$ cat config.mk
export PLATFORM = sky130hd
export DESIGN_NAME = antirebote_multicanal
export DESIGN_NICKNAME = d
export VERILOG_FILES = /design/src/rtl/antirebote_multicanal.sv
export SDC_FILE = /design/constraint.sdc
export NUM_CORES = 1
export LEC_CHECK = 0
export ABC_CLOCK_PERIOD_IN_PS = 1300
export BUFFER_PORTS_ARGS = -buffer_cell sky130_fd_sc_hd__buf_2
export CAP_MARGIN = 20
export CORE_ASPECT_RATIO = 0.6
export CORE_MARGIN = 2
export CORE_UTILIZATION = 50
export DETAILED_ROUTE_END_ITERATION = 7
export GPL_TIMING_DRIVEN = 0
export PLACE_DENSITY = 0.8
export SYNTH_ARGS = -nofsm -noshare
export SYNTH_HDL_FRONTEND = slang
export SYNTH_SLANG_ARGS = --single-unit
export TNS_END_PERCENT = 100
$ cat constraint.sdc
create_clock -name reloj -period 1.3 [get_ports reloj]
set_input_delay 0.065 -clock reloj [delete_from_list [all_inputs] [get_ports reloj]]
set_output_delay 0.065 -clock reloj [all_outputs]
set_load 0.02 [all_outputs]
$ cat src/rtl/antirebote_multicanal.sv
// ============================================================================
// Module   : antirebote_multicanal
// Purpose  : Multi-channel push-button debouncer with 2-flop synchronisers,
//            optional input inversion and optional press/release strobes
//            (strobes built only when ANTIREBOTE_PULSOS_EN is defined).
// Revision : 1.0  initial release
// ============================================================================
`default_nettype none

module antirebote_multicanal #(
    parameter int CANALES         = 4,
    parameter int CICLOS_ESTABLES = 30,
    parameter int ANCHO_CONTADOR  = $clog2(CICLOS_ESTABLES + 1),
    parameter int ACTIVO_BAJO     = 0
) (
    input  logic               reloj,
    input  logic               reinicio,
    input  logic [CANALES-1:0] entradaBoton,
    output logic [CANALES-1:0] salidaBoton,
    output logic [CANALES-1:0] pulsoPresion,
    output logic [CANALES-1:0] pulsoLiberacion,
    output logic               cambio
);

    localparam logic [ANCHO_CONTADOR-1:0] c_cuenta_fin = ANCHO_CONTADOR'(CICLOS_ESTABLES - 1);
    localparam logic [ANCHO_CONTADOR-1:0] c_uno        = ANCHO_CONTADOR'(1);
    localparam logic                      c_invertir   = (ACTIVO_BAJO != 0);

    logic [CANALES-1:0]        w_entrada;
    logic [CANALES-1:0]        w_acepta;
    logic [CANALES-1:0]        r_sinc1;
    logic [CANALES-1:0]        r_sinc2;
    logic [CANALES-1:0]        r_nivel;
    logic [ANCHO_CONTADOR-1:0] r_cont [CANALES];

    assign w_entrada   = entradaBoton ^ {CANALES{c_invertir}};
    assign salidaBoton = r_nivel;

    always_ff @(posedge reloj or negedge reinicio) begin
        if (!reinicio) begin
            r_sinc1 <= '0;
            r_sinc2 <= '0;
        end else begin
            r_sinc1 <= w_entrada;
            r_sinc2 <= r_sinc1;
        end
    end

    generate
        for (genvar i = 0; i < CANALES; i++) begin : g_canal
            // A new level is taken on the clock where disagreement has lasted CICLOS_ESTABLES cycles.
            assign w_acepta[i] = (r_sinc2[i] != r_nivel[i]) && (r_cont[i] == c_cuenta_fin);

            always_ff @(posedge reloj or negedge reinicio) begin
                if (!reinicio) begin
                    r_cont[i]  <= '0;
                    r_nivel[i] <= 1'b0;
                end else if (r_sinc2[i] == r_nivel[i]) begin
                    r_cont[i] <= '0;
                end else if (w_acepta[i]) begin
                    r_nivel[i] <= r_sinc2[i];
                    r_cont[i]  <= '0;
                end else begin
                    r_cont[i] <= r_cont[i] + c_uno;
                end
            end
        end
    endgenerate

`ifdef ANTIREBOTE_PULSOS_EN
    logic [CANALES-1:0] r_presion;
    logic [CANALES-1:0] r_liberacion;
    logic               r_cambio;

    always_ff @(posedge reloj or negedge reinicio) begin
        if (!reinicio) begin
            r_presion    <= '0;
            r_liberacion <= '0;
            r_cambio     <= 1'b0;
        end else begin
            r_presion    <= w_acepta & r_sinc2;
            r_liberacion <= w_acepta & ~r_sinc2;
            r_cambio     <= |w_acepta;
        end
    end

    assign pulsoPresion    = r_presion;
    assign pulsoLiberacion = r_liberacion;
    assign cambio          = r_cambio;
`else
    assign pulsoPresion    = '0;
    assign pulsoLiberacion = '0;
    assign cambio          = 1'b0;
`endif

endmodule

`default_nettype wire

==> impl_metrics.csv <==
group,metric,value,unit
synthesis,yosysMostFrequentCell,"dfrtp_1",
timing,final.setup.tns,0,ps
synthesis,yosysSeqAreaShare,58.88,%
worst_setup_path,cp.depth,4,
drt,wire_per_inst,10.69,um
global_route,grt_pass1_wl,3.249,mm
worst_setup_path,path_max_fanout,3,
place,portBuffers,9,
synthesis,synth_warnings,0,
synthesis,syn-instance-count,110,
worst_setup_path,cp-start-kind,"register",
synthesis,async_flop_share,100.0,%
place,dpl-instance-area,1475,um^2
global_route,antenna_found_initial,0,
worst_setup_path,rr_startpoint,"r_cont[6]",
worst_setup_path,cp_top_family,"flip-flops",
worst_setup_path,path_cells,"inv_1 > ha_1 > nand4_2 > mux2_4",
worst_setup_path,cp_num_buf_inv,1,
timing,slew_viol_final,0,
synthesis,netlist_area,1360,um^2
final_layout,layout-drive-gt1-share,22.86,%
synthesis,synth_area_leaders,"dfrtp_1 59%, xor2_1 7.7%, ha_1 7.4%",
min_path,min-delay-start,"r_sinc1[3]",
timing,worst_slew_pin_slew,678.6,ps
timing,finalCritPeriodShare,92.43,%
synthesis,postSynthAreaPerCell,12.36,um^2
synthesis,yosysTopAreaCell,"dfrtp_1",
drt,drt-initial-drc-count,34,
die,die-area,3167,um^2
run_status,status,"completed",
final_layout,antenna_cells,0,
clocking,clk_pin_slew,60,ps
drt,vias,762,
worst_setup_path,slowest_delay,410,ps
synthesis,synth-seq-cells,32,
worst_setup_path,cp.arrival,1370,ps
place,dp_hpwl,1.299,mm
global_route,first_global_vias,756,
global_route,grtUsageTotal,14.29,%
timing,clock.fmax,0.8322,GHz
min_path,hold_path_depth,0,
timing,max-slew-margin-rel,54.76,%
synthesis,synth_common_cells,"32 x dfrtp_1, 20 x nor2_1, 12 x xor2_1",
timing,final.min_clock_period,1202,ps
clocking,cts_setup_buffers,0,
drt,via_per_inst,4.430,
worst_setup_path,crit_start,"r_cont[6]",
global_route,grt_max_degree,33,
min_path,hp-class,"reg -> reg",
global_route,overflow,0,
timing,finClkSkew,3.512,ps
worst_setup_path,r2r_cells,4,
power_and_ir_drop,vdd_ir_drop_max,0.7601,mV
synthesis,synth_top_area_share,58.88,%
die,initial_core_util,53.55,%
drt,drc_errors,0,
die,row_count,14,
clocking,clockBufferDepth,2,
final_layout,fin_cells,172,
clocking,clk_latency,280,ps
power_and_ir_drop,p_leak,0.8582,nW
final_layout,syn_to_final_growth,18.77,%
drt,routed_wl,1.838,mm
run,drv_cap,0,
drt,drtAntennaViolNets,0,
clocking,cts.sinks,32,
worst_setup_path,required,1470,ps
die,fp.dieW,71.33,um
clocking,cts_tree,"built",
clocking,cts-root-buf,"clkbuf_8",
synthesis,synthDistinctLibCells,13,
place,dp_cells,159,
synthesis,synth_flop_cell,"dfrtp_1",
final_layout,design_area,1615,um^2
die,core_area,2540,um^2
worst_setup_path,endpoint_kind,"register",
final_layout,finalNetCount,153,
timing,setup_violations,0,
place,place.gp.congestion,0.7013,
die,pin_count,19,
clocking,cts_max_level,2,
power_and_ir_drop,power_density,1236,nW/um^2
clocking,numCtsBuffers,5,
drt,dr.pass1.iters,4,
worst_setup_path,crit_slowest_cell,"dfrtp_1",
synthesis,synth-edff-count,0,
worst_setup_path,worstSetupPathType,"reg -> reg",
timing,hold_viol,0,
die,die_h,44.40,um
timing,rsz0062_at_grt,"no",
-- layout make-up --
class / instances / area (um^2)
clock buffer: 8 / 90.09
buffer: 9 / 67.56
sequential: 32 / 800.8
tap: 32 / 40.04
inverter: 4 / 15.01
multi-input combinational: 73 / 506.7
timing repair buffer: 14 / 95.09
fill: 180 / 924.6
-- power by group --
group	internal (mW)	switching, mW	total, mW
Combinational	0.0686	0.0881	0.157
Clock	0.431	0.333	0.764
Sequential	1.04	0.0372	1.08
Total	1.54	0.458	2.00
-- what timing repair did --
item	CTS	global route
hold endpoints to repair	36	0
gates resized for setup	0	0
hold buffers	5	0
-- final timing paths --
path                       slack [ps]             end
min in group asynchronous         360  salidaBoton[3]
setup reg to reg                  100  salidaBoton[2]
setup / recovery                  100  salidaBoton[2]
hold reg to reg                   350      r_sinc2[3]
max in group asynchronous         500      r_cont[15]
hold / removal                    350      r_sinc2[3]
-- cell usage in the layout (no fill, tap or decap) --
master / instances
buf_2: 9
buf_4: 9
clkbuf_1: 2
clkbuf_8: 6
conb_1: 9
dfrtp_1: 32
dlygate4sd3_1: 5
ha_1: 8
inv_1: 4
mux2_2: 2
mux2_4: 2
nand2_1: 4
nand3_1: 8
nand4_2: 4
nor2_1: 20
xnor2_1: 4
xor2_1: 12
-- metal layers --
| layer | GRT usage [%] | part of all wire [%] | up-vias | wire, um |
|---|---|---|---|---|
| met1 | 17.39 | 46 | 351 | 853 |
| met5 | 0 | 0 | - | 0 |
| met2 | 21.30 | 46 | 19 | 840 |
| met3 | 6.150 | 6.0 | 3 | 111 |
| li1 | - | - | 389 | - |
| met4 | 9.057 | 1.7 | 0 | 32 |
-- stage by stage --
stage          setup WS (ps)  hold WS (ps)  utilization [%]  power, mW
4_1_cts                109.8         351.9            63.60      2.030
3_5_place_dp           118.0         143.9            58.08      1.241
5_1_grt                34.14         367.4            63.60      2.101
6_report               98.41         348.4            63.60      1.997
3_3_place_gp           143.9         131.6            58.08      1.230
2_1_floorplan          172.1        -230.6                -      1.193
-- cells by family after synthesis --
| kind of cell | count (synthesis) | share of synthesized area, % |
|---|---|---|
| fa+ha+maj | 8 | 7.360 |
| mux | 4 | 3.864 |
| buf+inv | 13 | 6.071 |
| simple gates | 36 | 13.25 |
| xor+xnor | 16 | 10.30 |
| other cells | 1 | 0.2757 |
| flops | 32 | 58.88 |
-- registers in the layout, indices dropped and copies added, names as in the netlist --
name,cells
r_cont,20
r_sinc1,4
r_sinc2,4
salidaBoton,4
Power figures use the tool's default switching activity.
